## config.mk

```make
export PLATFORM = sky130hd
export DESIGN_NAME = capture_uploader
export DESIGN_NICKNAME = d
export VERILOG_FILES = /design/src/rtl/capture_uploader.sv
export SDC_FILE = /design/constraint.sdc
export NUM_CORES = 1
export LEC_CHECK = 0
export ABC_CLOCK_PERIOD_IN_PS = 3200
export CAP_MARGIN = 20
export CORE_MARGIN = 2
export CORE_UTILIZATION = 54
export CTS_BUF_LIST = sky130_fd_sc_hd__clkbuf_16
export DETAILED_ROUTE_END_ITERATION = 8
export GPL_TIMING_DRIVEN = 0
export PLACE_DENSITY = 0.84
export SLEW_MARGIN = 20
export SYNTH_ARGS = -nofsm -noshare
export SYNTH_HDL_FRONTEND = slang
export SYNTH_SLANG_ARGS = --single-unit
```

## constraint.sdc

```tcl
create_clock -name clk -period 3.2 [get_ports clk]
set_input_delay 0.48 -clock clk [delete_from_list [all_inputs] [get_ports clk]]
set_output_delay 0.48 -clock clk [all_outputs]
set_load 0.005 [all_outputs]
```

## src/rtl/capture_uploader.sv

```systemverilog
// capture_uploader
//   Streams the contents of a circular capture RAM to a UART transmitter.
//   When grant_txd rises, 2^ADDR_W bytes are read. Reading starts at
//   start_addr and continues in ascending circular address order. Each byte
//   is presented on a valid/ready handshake. done_txd is raised once the
//   upload finishes. If grant_txd drops before the upload finishes, the
//   block aborts and returns to IDLE.
//
//   Optional feature, macro UPLOAD_CHECKSUM_EN:
//     After the last sample byte, one extra byte is sent. It is the XOR of
//     all sample bytes.
//
// Ports
//   clk         in   system clock, rising edge
//   rst_n       in   asynchronous active-low reset
//   grant_txd   in   upload permission (level)
//   done_txd    out  upload complete, held until grant_txd drops
//   start_addr  in   [ADDR_W] oldest-sample address, sampled on start cycle
//   ram_addr    out  [ADDR_W] capture RAM read address
//   ram_data    in   [8] capture RAM data, one cycle after ram_addr
//   tx_data     out  [8] byte to UART
//   tx_valid    out  tx_data valid
//   tx_ready    in   UART accepts byte (transfer = tx_valid & tx_ready)
module capture_uploader #(
   parameter int ADDR_W = 10
) (
   input  logic              clk,
   input  logic              rst_n,
   input  logic              grant_txd,
   output logic              done_txd,
   input  logic [ADDR_W-1:0] start_addr,
   output logic [ADDR_W-1:0] ram_addr,
   input  logic [7:0]        ram_data,
   output logic [7:0]        tx_data,
   output logic              tx_valid,
   input  logic              tx_ready
);

   typedef enum logic [2:0] {
      S_IDLE     = 3'd0,
      S_FETCH    = 3'd1,
      S_WAIT_RAM = 3'd2,
      S_SEND     = 3'd3,
      S_DONE     = 3'd4
`ifdef UPLOAD_CHECKSUM_EN
      , S_CKSUM  = 3'd5
`endif
   } state_t;

   // Byte counter value at the transfer of the final sample byte
   localparam logic [ADDR_W:0] LAST_CNT = {1'b0, {ADDR_W{1'b1}}};

   state_t              state_q, state_d;
   logic [ADDR_W-1:0]   addr_q, addr_d;
   logic [ADDR_W:0]     cnt_q, cnt_d;
   logic [ADDR_W-1:0]   ram_addr_q, ram_addr_d;
   logic [7:0]          tx_data_q, tx_data_d;
`ifdef UPLOAD_CHECKSUM_EN
   logic [7:0]          cksum_q, cksum_d;
`endif
   logic                xfer;
   logic                last_byte;

   assign xfer      = tx_valid & tx_ready;
   assign last_byte = (cnt_q == LAST_CNT);

   // State and datapath registers
   always_ff @(posedge clk or negedge rst_n) begin
      if (!rst_n) begin
         state_q    <= S_IDLE;
         addr_q     <= '0;
         cnt_q      <= '0;
         ram_addr_q <= '0;
         tx_data_q  <= '0;
`ifdef UPLOAD_CHECKSUM_EN
         cksum_q    <= '0;
`endif
      end else begin
         state_q    <= state_d;
         addr_q     <= addr_d;
         cnt_q      <= cnt_d;
         ram_addr_q <= ram_addr_d;
         tx_data_q  <= tx_data_d;
`ifdef UPLOAD_CHECKSUM_EN
         cksum_q    <= cksum_d;
`endif
      end
   end

   // Next-state logic; losing grant_txd mid-upload aborts to IDLE
   always_comb begin
      state_d = state_q;
      case (state_q)
         S_IDLE:     if (grant_txd) state_d = S_FETCH;
         S_FETCH:    state_d = grant_txd ? S_WAIT_RAM : S_IDLE;
         S_WAIT_RAM: state_d = grant_txd ? S_SEND : S_IDLE;
         S_SEND: begin
            if (!grant_txd) begin
               state_d = S_IDLE;
            end else if (xfer) begin
               if (last_byte) begin
`ifdef UPLOAD_CHECKSUM_EN
                  state_d = S_CKSUM;
`else
                  state_d = S_DONE;
`endif
               end else begin
                  state_d = S_FETCH;
               end
            end
         end
`ifdef UPLOAD_CHECKSUM_EN
         S_CKSUM: begin
            if (!grant_txd)  state_d = S_IDLE;
            else if (xfer)   state_d = S_DONE;
         end
`endif
         S_DONE:     if (!grant_txd) state_d = S_IDLE;
         default:    state_d = S_IDLE;
      endcase
   end

   // Datapath updates
   always_comb begin
      addr_d     = addr_q;
      cnt_d      = cnt_q;
      ram_addr_d = ram_addr_q;
      tx_data_d  = tx_data_q;
`ifdef UPLOAD_CHECKSUM_EN
      cksum_d    = cksum_q;
`endif
      if (state_q == S_IDLE && grant_txd) begin
         addr_d = start_addr;
         cnt_d  = '0;
`ifdef UPLOAD_CHECKSUM_EN
         cksum_d = '0;
`endif
      end
      if (state_q == S_WAIT_RAM) tx_data_d = ram_data;
      // A transfer on an abort cycle still counts as sent
      if (state_q == S_SEND && xfer) begin
         addr_d = addr_q + 1'b1;
         cnt_d  = cnt_q + 1'b1;
`ifdef UPLOAD_CHECKSUM_EN
         cksum_d = cksum_q ^ tx_data_q;
         if (state_d == S_CKSUM) tx_data_d = cksum_q ^ tx_data_q;
`endif
      end
      // ram_addr only moves when a fetch is about to start, so it holds
      // its value in every other state
      if (state_d == S_FETCH) ram_addr_d = addr_d;
   end

   // Outputs
   always_comb begin
      tx_valid = (state_q == S_SEND);
`ifdef UPLOAD_CHECKSUM_EN
      if (state_q == S_CKSUM) tx_valid = 1'b1;
`endif
      done_txd = (state_q == S_DONE);
      ram_addr = ram_addr_q;
      tx_data  = tx_data_q;
   end

endmodule

```

== Yosys cells after proc, flatten, opt, wreduce, memory -nomap -nowiden ==
Index checks and enable logic that the tools add are counted.
Word-level totals
  bits in registers: 42
  input port bits: 22
  logic and storage cells: 30
Cells by class
  add/subtract/negate cells: 2
  eq/ne operators: 6
  mux-type cells: 12
  bitwise gates (word level): 1
  reduce and logical (&&, ||, !) cells: 4
Operators with widths (count)
  $mux 11: 2
  $mux 10: 2
  $mux 3: 5
  $pmux 3 s5: 1
  $add 11x1->11 const B: 1
  $eq 11x10->1 const B: 1
  $add 10x1->10 const B: 1
  $eq 3x1->1 const B: 2
  $eq 3x2->1 const B: 2
  $mux 2: 2
  $eq 3x3->1 const B: 1
  $logic_not 3->1: 1
  $logic_and 1x1->1: 2
  $reduce_bool 2->1: 1
  $and 1x1->1: 1

== Logic depth before layout (Yosys ltp) ==
Gate-level depths: netlist of the first run.
  depth after elaboration: 6
  gate-level depth with buffers: 7

== Least setup slack after synthesis of the first run ==
Ideal clock, no wire load.
  kind: reg-to-reg
  start point: register state_q[0]
  end point: register ram_addr_q[4] (netlist: ram_addr[4])
  setup time: 0.125 ns
  data arrival time: 1.813 ns
  required time: 3.075 ns
  slack: 1.262 ns
  stages on the path, launching flop included: 6
  buffers on the path: 1
  period minus slack after synthesis: 1.938 ns
  cells stage by stage: dfrtp_1 -> buf_6 -> or4b_4 -> mux2_4 -> a221o_1 -> mux2_4
RTL lines
  start: declaration: line 53  | state_t state_q, state_d;
  start signal: assignment: line 79  | state_q <= state_d;
  $eq 3x2->1 or $logic_not 3->1 (tied branches): line 141, 156, 132
  $and 1x1->1 or $logic_and 1x1->1 (tied branches): line 64, 132
  $logic_and 1x1->1 or $mux 10 (tied branches): line 141, 132
  $mux 10 (*): line 141  | if (state_q == S_SEND && xfer) begin
  named net addr_d[4]: line 54  | logic [ADDR_W-1:0] addr_q, addr_d;
  end signal: assignment: line 82  | ram_addr_q <= ram_addr_d;
  end: declaration: line 56  | logic [ADDR_W-1:0] ram_addr_q, ram_addr_d;
Mark *: on every way through the listed nets, which the timed path passes. The rest lies on a longest branch.
A chain may end at the register's enable or synchronous reset.

== Worst setup path after layout of the first run ==
  start point: input port tx_ready
  end point: register ram_addr_q[5] (netlist: ram_addr[5])
RTL lines
  start: declaration: line 36  | input logic tx_ready
  $and 1x1->1: line 64  | assign xfer = tx_valid & tx_ready;
  $logic_and 1x1->1: line 141
  $mux 10: line 141
  named net addr_d[5]: line 54
The timed path passes the listed nets, and every way through them passes these cells.

==> reports/metrics.cfg, run 1 <==
[run_status]
outcome = complete, no violations

[clock_network]
cts_buffers = 5
cts_tree = done
cts_setup_buffers = 0
htree_levels = 2
cts_resized = 0
clock_sinks = 42
clock_latency_ns = 0.28
postCtsHoldBufs = 0
root_buffer = clkbuf_16
cts_buffer_depth = 2
clk_pin_slew_ns = 0.06

[worst_hold_path]
hp-class = in -> async

[place]
io_buffers = 41
placed_cells = 258
dp_hpwl_um = 3240
gp_congestion = 0.852
dpl-instance-area_mm2 = 0.00245

[worst_setup_path]
criticalPathCategory = in -> reg
critPathLaunchType = primary input
worstReg2RegEnd = ram_addr[5]$_DFFE_PN0N_
end_kind = flop
critPathRequiredTime_ns = 3.37
r2r-start = state_q[2]$_DFF_PN0_
r2r_slack_ns = 0.99
reg2reg_depth = 5
crit_path_max_fanout = 10
arrival_ns = 2.55

[synth]
synth_flop_cell = dfrtp_1
ys_ff_latch = 42
synth.avg_cell_area_um2 = 11.5
yosysWarnings = 0
syn_area_mm2 = 0.00196
async_reset_ff_frac = 1.00
syn_inst = 170
ys_seq_area_frac = 0.535
yosys.cell_types.count = 42
synth_fp_nets = 194
synth_edf_count = 0

[power]
pwr-share-seq = 0.456
clkPwrFrac = 0.293
p_leak_nw = 1.07
vdd_drop_max_v = 0.000443
p_sw_uw = 404
switching_share = 0.255
combinationalPowerShare = 0.251
intPower_mw = 1.18
power-per-cell-area_mw_per_mm2 = 611

[timing]
finalHoldViolations = 0
maxSlewHeadroom = 0.593
drv_slew = 0
setup_violations = 0
worstMarginPinSlew_ns = 0.608
fin_crit_ns = 2.38
rsz0062_at_grt = false
worst_hold_slack_ns = 0.139
min_period_over_period = 0.743
finClkSkew_ns = 0.00549
fmax_mhz = 421
tns_ns = 0

[floorplan]
initial_core_util = 0.575
pin_count = 42
coreArea_mm2 = 0.00342
die_area_mm2 = 0.00413
die_height_um = 64.3
die_w_um = 64.3
rows = 21

[detailed_routing]
postRouteAntennaNets = 0
routedWlPerCell_um = 16.5
num_vias = 1573
totalWireLength_um = 4390
drt_pre_antenna_iters = 4
via_per_inst = 5.91
drc_errors = 0
drt_iter0_markers = 125

[finish]
fin_util = 0.758
antenna_cells = 0
mostFrequentLayoutCells = dfrtp_1 (42), clkdlybuf4s50_1 (40), mux2_2 (17)
final_area_mm2 = 0.00259
mostFrequentLayoutCell = dfrtp_1
multi_input_area_um2 = 866
synthToLayoutAreaGrowth_pct = 31.9
fillerInstances = 226
drive_gt1_frac = 0.155
final_cells = 266
seq_area_mm2 = 0.00105
nNetsFinal = 243

[global_route]
antenna_found_initial = 0
grt_pass1_wl_um = 7530
grt_pass1_vias = 1613
grt_max_degree = 26
grt_overflow_total = 0
grt.total_usage = 0.240

[flow_run]
cap_violations = 0

-- power by group through the flow --
stage / logic [mW] / registers [mW] / clock network [mW]
3_3_place_gp: 0.384 / 0.716 / 0
5_1_grt: 0.436 / 0.740 / 0.497
6_report: 0.397 / 0.722 / 0.463
4_1_cts: 0.402 / 0.720 / 0.470
3_5_place_dp: 0.397 / 0.727 / 0
2_1_floorplan: 0.162 / 0.718 / 0
-- cell families after synthesis --
| logic type | share of synthesized area |
|---|---|
| and+or+nand+nor | 0.173 |
| DFF | 0.535 |
| AOI/OAI and AO/OA | 0.127 |
| muxes | 0.128 |
| buffers and inverters | 0.0236 |
| adders and majority gates | 0.0127 |
-- worst max-delay path, cell delays in order --
cell,delay [ns]
clkdlybuf4s50_1,0.52
nand4b_1,0.22
buf_2,0.26
o311ai_0,0.43
o311ai_0,0.30
mux2_2,0.33
-- cell usage after synthesis, types with 2 or more instances --
| cell type | n | area share |
|---|---|---|
| nor2_1 | 5 | 0.0096 |
| buf_2 | 4 | 0.010 |
| nand4_1 | 6 | 0.019 |
| a221o_1 | 3 | 0.015 |
| ha_1 | 2 | 0.013 |
| and2_1 | 2 | 0.0064 |
| mux2_4 | 2 | 0.015 |
| mux2i_1 | 3 | 0.015 |
| o311ai_0 | 6 | 0.027 |
| a21oi_1 | 3 | 0.0076 |
| mux2_2 | 17 | 0.098 |
| o31ai_1 | 2 | 0.0076 |
| clkbuf_1 | 2 | 0.0038 |
| dfrtp_1 | 42 | 0.54 |
| and3_1 | 2 | 0.0064 |
| nor3_1 | 3 | 0.0076 |
| nor3b_1 | 2 | 0.0076 |
| o211ai_1 | 4 | 0.015 |
| nand3_1 | 10 | 0.025 |
| o21ai_0 | 9 | 0.023 |
| inv_1 | 2 | 0.0038 |
| nand2_1 | 16 | 0.031 |
| or3_1 | 2 | 0.0064 |
| or4_1 | 3 | 0.011 |
-- layout make-up --
class	count	area share
repair buffers	42	0.167
flip-flops and latches	42	0.406
well taps	46	0.0222
inverters	2	0.00290
plain buffers	7	0.0150
clock buffers	5	0.0483
multi-input cells	119	0.334
clock inverters	3	0.00435
-- layer usage --
metal | global-route usage | up-vias | wire length (µm)
li1 | - | 748 | -
met1 | 0.288 | 767 | 1940
met2 | 0.408 | 50 | 2140
met3 | 0.0757 | 8 | 234
met4 | 0.0824 | 0 | 65
met5 | 0 | - | 0
-- worst max path at each step --
stage | from | to | slack [ns] | cells past startpoint
final | tx_ready | ram_addr[5]$_DFFE_PN0N_ | 0.82 | 6
after global routing | tx_ready | ram_addr[5]$_DFFE_PN0N_ | 0.72 | 6
after CTS | tx_ready | ram_addr[5]$_DFFE_PN0N_ | 0.89 | 6
after detailed placement | grant_txd | ram_addr[6]$_DFFE_PN0N_ | 0.67 | 6
after global placement | rst_n | ram_addr[5]$_DFFE_PN0N_ | 0.67 | 1
after floorplan | state_q[0]$_DFF_PN0_ | ram_addr[4]$_DFFE_PN0N_ | 1.26 | 5
-- stage by stage --
step / power, mW / worst slack, ns
finish: 1.58 / 0.823
global route: 1.67 / 0.721
CTS: 1.59 / 0.893
detailed placement: 1.12 / 0.671
global placement: 1.10 / 0.665
floorplan: 0.880 / 1.26
-- flip-flops by register name, indices dropped and copies added (netlist names) --
signal    flops
ram_addr     10
cnt_q        11
tx_data       8
addr_q       10
state_q       3
No activity file was read; power rests on OpenSTA's default activity.
==> inputs of run 2 (changes only) <==
- ABC_CLOCK_PERIOD_IN_PS: 3200 -> 2000
- CORE_UTILIZATION: 54 -> 45
- PLACE_DENSITY: 0.84 -> 0.75
- clock period: 3.2 -> 2 ns (I/O delays scaled with it)
==> run 2 against run 1 <==
  * The flow now finishes with violations (negative setup slack)
  * Global-route usage is 4.8 points lower
  * Setup slack worse by 0.84 ns
  * Power up 61%
  * Hold slack gained 0.18 ns
  * Core utilization shrank 13 points
  * Wire length is 5.2% lower
  * Sequential cell count is the same
  * Final cell count is 5.3% higher
  * Die area is 19% higher
  * Clock power rose by 65%
  * Via count up 0.95%
==> reports/metrics.cfg, run 2 (same netlist as run 1, synthesis figures left out) <==
[finish]
fillerInstances = 371
mostFrequentLayoutCell = dfrtp_1
largest_reg_flops = 11
seq_area_mm2 = 0.00105
final_cells = 280
synthToLayoutAreaGrowth_pct = 36.5
antenna_cells = 0
regMostFlops = cnt_q
drive_gt1_frac = 0.211
mostFrequentLayoutCells = dfrtp_1 (41), clkdlybuf4s50_1 (39), mux2_2 (17)
nNetsFinal = 251
multi_input_area_um2 = 885
fin_util = 0.629

[clock_network]
cts_buffer_depth = 2
clock_latency_ns = 0.28
clk_pin_slew_ns = 0.06
root_buffer = clkbuf_16
cts_buffers = 5
htree_levels = 2
cts_tree = done
clock_sinks = 42

[power]
p_leak_nw = 1.12
p_total_mw = 2.55
p_sw_uw = 650
combinationalPowerShare = 0.253
power-per-cell-area_mw_per_mm2 = 952
clkPwrFrac = 0.301
intPower_mw = 1.90
vdd_drop_max_v = 0.000696
switching_share = 0.255
pwr-share-seq = 0.446

[timing]
setup_violations = 1
finalHoldViolations = 0
worst_hold_slack_ns = 0.320
min_period_over_period = 1.01
maxSlewHeadroom = 0.555
fmax_mhz = 497
finClkSkew_ns = 0.00394
worstMarginPinSlew_ns = 0.665
fin_crit_ns = 2.01
setup_slack_ns = -0.0137
drv_slew = 0
rsz0062_at_grt = true

[worst_setup_path]
r2r-start = state_q[0]$_DFF_PN0_
arrival_ns = 2.18
critPathRequiredTime_ns = 2.17
r2r_slack_ns = -0.01
crit_path_end = ram_addr[4]$_DFFE_PN0N_
end_kind = flop
worstReg2RegEnd = ram_addr[4]$_DFFE_PN0N_
critPathLaunchType = flop
criticalPathCategory = reg -> reg
crit_path_max_fanout = 7
crit_start = state_q[0]$_DFF_PN0_
reg2reg_depth = 5

[global_route]
grt_pass1_wl_um = 7450
grt_overflow_total = 0
grt_pass1_vias = 1599
antenna_found_initial = 0
grt.total_usage = 0.192
grt_max_degree = 31

[worst_hold_path]
hp-class = in -> reg

[floorplan]
die_height_um = 70.1
coreArea_mm2 = 0.00426
pin_count = 42
initial_core_util = 0.460
die_area_mm2 = 0.00491
die_w_um = 70.1
rows = 24

[detailed_routing]
via_per_inst = 5.67
drc_errors = 0
drt_pre_antenna_iters = 4
drt_iter0_markers = 87
postRouteAntennaNets = 0
totalWireLength_um = 4160
num_vias = 1588
routedWlPerCell_um = 14.9

[place]
dp_hpwl_um = 2840
io_buffers = 41
placed_cells = 264
gp_congestion = 0.758

[run_status]
outcome = finished with violations
violations = negative setup slack

[flow_run]
cap_violations = 0

[run 2: changes by cell type in the layout (fill, tap and decap cells not counted), sizes merged]
cell / previous run / this run
buf: 7 / 15
clkbuf: 7 / 6
clkdlybuf4s50: 40 / 39
clkinv: 3 / 2
dlygate4sd3: 0 / 1
dlymetal6s2s: 0 / 1
inv: 2 / 3
[run 2: power groups by stage]
stage	clock network [mW]	logic, mW	registers, mW
2_1_floorplan	0	0.258	1.15
3_3_place_gp	0	0.615	1.15
3_5_place_dp	0	0.629	1.15
4_1_cts	0.779	0.647	1.14
5_1_grt	0.814	0.708	1.17
6_report	0.766	0.646	1.14
[run 2: worst max-delay path: stages, from the launching register on]
cell and delay, ns:
dfrtp_1 0.37, buf_6 0.13, or4b_4 0.56, mux2_4 0.27, a221o_1 0.31, mux2_4 0.26
[run 2: metal layers]
| layer | vias to the layer above | part of all wire | GRT usage |
|---|---|---|---|
| met5 | - | 0 | 0 |
| met4 | 0 | 0.021 | 0.0962 |
| met3 | 7 | 0.033 | 0.0390 |
| li1 | 762 | - | - |
| met2 | 25 | 0.48 | 0.299 |
| met1 | 794 | 0.47 | 0.256 |
[run 2: timing repair]
| item | in CTS | in global routing |
|---|---|---|
| pin swaps | 0 | 1 |
| gates resized for setup | 5 | 5 |
| setup endpoints to repair | 10 | 13 |
| hold endpoints to repair | 12 | 0 |
| hold buffers | 1 | 0 |
| buffers inserted | 3 | 5 |
[run 2: worst min path at each step]
stage	depth (start not counted)	end	slack [ns]	from
final	2	state_q[2]$_DFF_PN0_	0.32	grant_txd
after global routing	2	state_q[2]$_DFF_PN0_	0.33	grant_txd
after CTS	2	cnt_q[5]$_DFFE_PN0P_	0.46	rst_n
after detailed placement	1	cnt_q[3]$_DFFE_PN0P_	0.22	rst_n
after global placement	1	cnt_q[10]$_DFFE_PN0P_	0.47	cnt_q[10]$_DFFE_PN0P_
after floorplan	0	addr_q[0]$_DFF_PN0_	0.004	rst_n
[run 2: final cells by class]
type	instances	share of cell area
sequential	42	0.393
buffer	6	0.0131
multi-input combinational	119	0.330
timing repair buffer	51	0.186
tap	52	0.0243
inverter	2	0.00280
clock inverter	3	0.00467
clock buffer	5	0.0467
[run 2: through the flow]
step / setup TNS (ns) / worst slack, ns / instance area [µm²]
2_1_floorplan: 0 / 0.0622 / 1960
3_3_place_gp: -25.08 / -0.512 / 2440
3_5_place_dp: -4.23 / -0.364 / 2450
4_1_cts: -0.0187 / -0.0187 / 2630
5_1_grt: -0.155 / -0.0609 / 2680
6_report: -0.0137 / -0.0137 / 2680
==> inputs of run 3 (changes only) <==
--- a/config.mk
+++ b/config.mk
@@ -8,10 +8,13 @@
 export ABC_CLOCK_PERIOD_IN_PS = 2000
 export CAP_MARGIN = 20
+export CELL_PAD_IN_SITES_DETAIL_PLACEMENT = 0
+export CELL_PAD_IN_SITES_GLOBAL_PLACEMENT = 1
 export CORE_MARGIN = 2
-export CORE_UTILIZATION = 45
+export CORE_UTILIZATION = 35
 export CTS_BUF_LIST = sky130_fd_sc_hd__clkbuf_16
+export CTS_CLUSTER_DIAMETER = 150
 export DETAILED_ROUTE_END_ITERATION = 8
 export GPL_TIMING_DRIVEN = 0
-export PLACE_DENSITY = 0.75
+export PLACE_DENSITY_LB_ADDON = 0.1
 export SLEW_MARGIN = 20
 export SYNTH_ARGS = -nofsm -noshare
==> constraint.sdc (replaced) <==
create_clock -name clk -period 2 [get_ports clk]
set_input_delay 0.3 -clock clk [delete_from_list [all_inputs] [get_ports clk]]
set_output_delay 0.3 -clock clk [all_outputs]
set_load 0.1 [all_outputs]
==> run 3 against run 2 <==
  * Final cell count up 7.1%
  * Via count down 0.13%
  * Maximum frequency up 0.23%
  * Largest cell class unchanged
  * Sequential power about the same
  * The run still ends with negative setup slack left
  * Count of clock-buffer cells in the layout unchanged
  * Non-clock buffer count unchanged
  * Core utilization down 14 points
  * Largest power group is now combinational logic
  * Final area up 0.61%
  * First-iteration DRC count down 48%
  * Setup slack better by 0.0046 ns
  * Clock skew up 0.0016 ns
==> reports/metrics.cfg, run 3 (same netlist as run 1, synthesis figures left out) <==
[power]
intPower_mw = 1.81
power-per-cell-area_mw_per_mm2 = 1260
vdd_drop_max_v = 0.000928
p_sw_mw = 1.57
clkPwrFrac = 0.225
p_leak_nw = 1.15
pwr-share-seq = 0.338
p_total_mw = 3.38
combinationalPowerShare = 0.437
switching_share = 0.464

[finish]
drive_gt1_frac = 0.228
fin_util = 0.493
mostFrequentLayoutCells = dfrtp_1 (41), dlygate4sd2_1 (19), clkdlybuf4s50_1 (19)
largest_reg_flops = 11
fillerInstances = 526
nNetsFinal = 251
regMostFlops = cnt_q
antenna_cells = 0
mostFrequentLayoutCell = dfrtp_1
synthToLayoutAreaGrowth_pct = 37.3

[worst_setup_path]
critPathLaunchType = flop
crit_path_max_fanout = 9
r2r_slack_ns = -0.009
worstReg2RegEnd = ram_addr[4]$_DFFE_PN0N_
r2r-start = state_q[1]$_DFF_PN0_
arrival_ns = 2.18
critPathRequiredTime_ns = 2.17
criticalPathCategory = reg -> reg
end_kind = flop
reg2reg_depth = 4

[global_route]
antenna_found_initial = 0
gr-usage-met3 = 0.0420
grt_max_degree = 27
grt_pass1_vias = 1656
grt_use_met2 = 0.268
gr-usage-met1 = 0.205
top_usage_layer = met2
grt.total_usage = 0.162
grt_overflow_total = 0
grt_pass1_wl_um = 7850

[clock_network]
clock_sinks = 42
clock_latency_ns = 0.28
cts_tree = done
cts_buffers = 5
root_buffer = clkbuf_16
cts_buffer_depth = 2
clk_pin_slew_ns = 0.06
htree_levels = 2

[detailed_routing]
via_per_inst = 5.29
routedWlPerCell_um = 15.4
num_vias = 1586
totalWireLength_um = 4610
drt_iter0_markers = 45
drc_errors = 0
postRouteAntennaNets = 0
drt_pre_antenna_iters = 4

[timing]
rsz0062_at_grt = true
worstMarginPinSlew_ns = 0.970
min_period_over_period = 1.00
finalHoldViolations = 0
fin_crit_ns = 2.01
finClkSkew_ns = 0.00558
maxSlewHeadroom = 0.356
setup_violations = 1
setup_slack_ns = -0.00902
drv_slew = 0
fmax_mhz = 498

[floorplan]
die_area_mm2 = 0.00622
die_height_um = 78.9
initial_core_util = 0.359
rows = 27
coreArea_mm2 = 0.00547
pin_count = 42
die_w_um = 78.9

[place]
gp_congestion = 0.845
dp_hpwl_um = 3370
io_buffers = 41

[run_status]
outcome = finished with violations
violations = negative setup slack

[worst_hold_path]
worstHoldEndpoint = state_q[2]$_DFF_PN0_
hp-class = in -> reg
hold_depth = 2
hp-start = grant_txd

[flow_run]
cap_violations = 0

-- run 3: changes by cell type in the layout (fill, tap and decap cells not counted), sizes merged --
cell,before,now
clkdlybuf4s50,39,19
dlymetal6s2s,1,0
dlygate4sd2,0,19
clkdlybuf4s15,0,1
clkbuf,6,7
-- run 3: area by class of cell --
cell class	instances	area, µm²	share of cell area
Timing Repair Buffer	50	460	0.171
Clock buffer	5	125	0.0464
Clock inverter	3	12.5	0.00464
Buffer	7	43.8	0.0162
Inverter	2	7.51	0.00278
Sequential cell	42	1050	0.390
Tap cell	72	90.1	0.0334
Multi-Input combinational cell	119	905	0.335
-- run 3: metal layers --
layer | vias up | wire length (µm) | part of all wire
met2 | 25 | 2320 | 0.50
met4 | 0 | 62 | 0.013
met1 | 788 | 2080 | 0.45
met5 | - | 0 | 0
met3 | 7 | 149 | 0.032
li1 | 766 | - | -
-- run 3: what timing repair did --
| action | 4_1_cts | 5_1_grt |
|---|---|---|
| gates resized for setup | 34 | 8 |
| buffers inserted | 4 | 3 |
| pin swaps | 0 | 1 |
| hold buffers | 1 | 0 |
| hold endpoints to repair | 16 | 0 |
| setup endpoints to repair | 30 | 11 |
| cloned | 0 | 0 |
-- run 3: worst max path at each step --
stage | startpoint | endpoint | slack [ns] | cells after the start
3_5_place_dp | grant_txd | ram_addr[6]$_DFFE_PN0N_ | -0.41 | 6
5_1_grt | state_q[0]$_DFF_PN0_ | ram_addr[4]$_DFFE_PN0N_ | -0.06 | 5
6_report | state_q[1]$_DFF_PN0_ | ram_addr[4]$_DFFE_PN0N_ | -0.009 | 4
4_1_cts | state_q[0]$_DFF_PN0_ | ram_addr[4]$_DFFE_PN0N_ | -0.02 | 5
2_1_floorplan | state_q[0]$_DFF_PN0_ | ram_addr[4]$_DFFE_PN0N_ | 0.06 | 5
3_3_place_gp | rst_n | ram_addr[5]$_DFFE_PN0N_ | -0.44 | 1
-- run 3: per-stage QoR --
stage	hold slack, ns	std cells	setup WS (ns)	setup TNS [ns]	cell area [µm²]
5_1_grt	0.455	300	-0.0583	-0.113	2700
3_5_place_dp	0.258	284	-0.411	-6.29	2480
4_1_cts	0.453	297	-0.0248	-0.0248	2650
6_report	0.451	300	-0.00902	-0.00902	2700
2_1_floorplan	0.00441	170	0.0609	0	1970
3_3_place_gp	0.466	283	-0.439	-23.32	2470
-- run 3: critical path, stage by stage, from the launching register on --
cell and delay, ns:
dfrtp_2 0.46, or4b_4 0.59, mux2_4 0.28, a221o_1 0.31, mux2_4 0.26
-- run 3: power by group through the flow --
stage	clock (mW)	combinational [mW]	sequential [mW]
finish	0.762	1.48	1.14
global route	0.822	1.54	1.17
CTS	0.786	1.48	1.14
detailed placement	0	1.55	1.16
global placement	0	1.53	1.15
floorplan	0	0.269	2.03
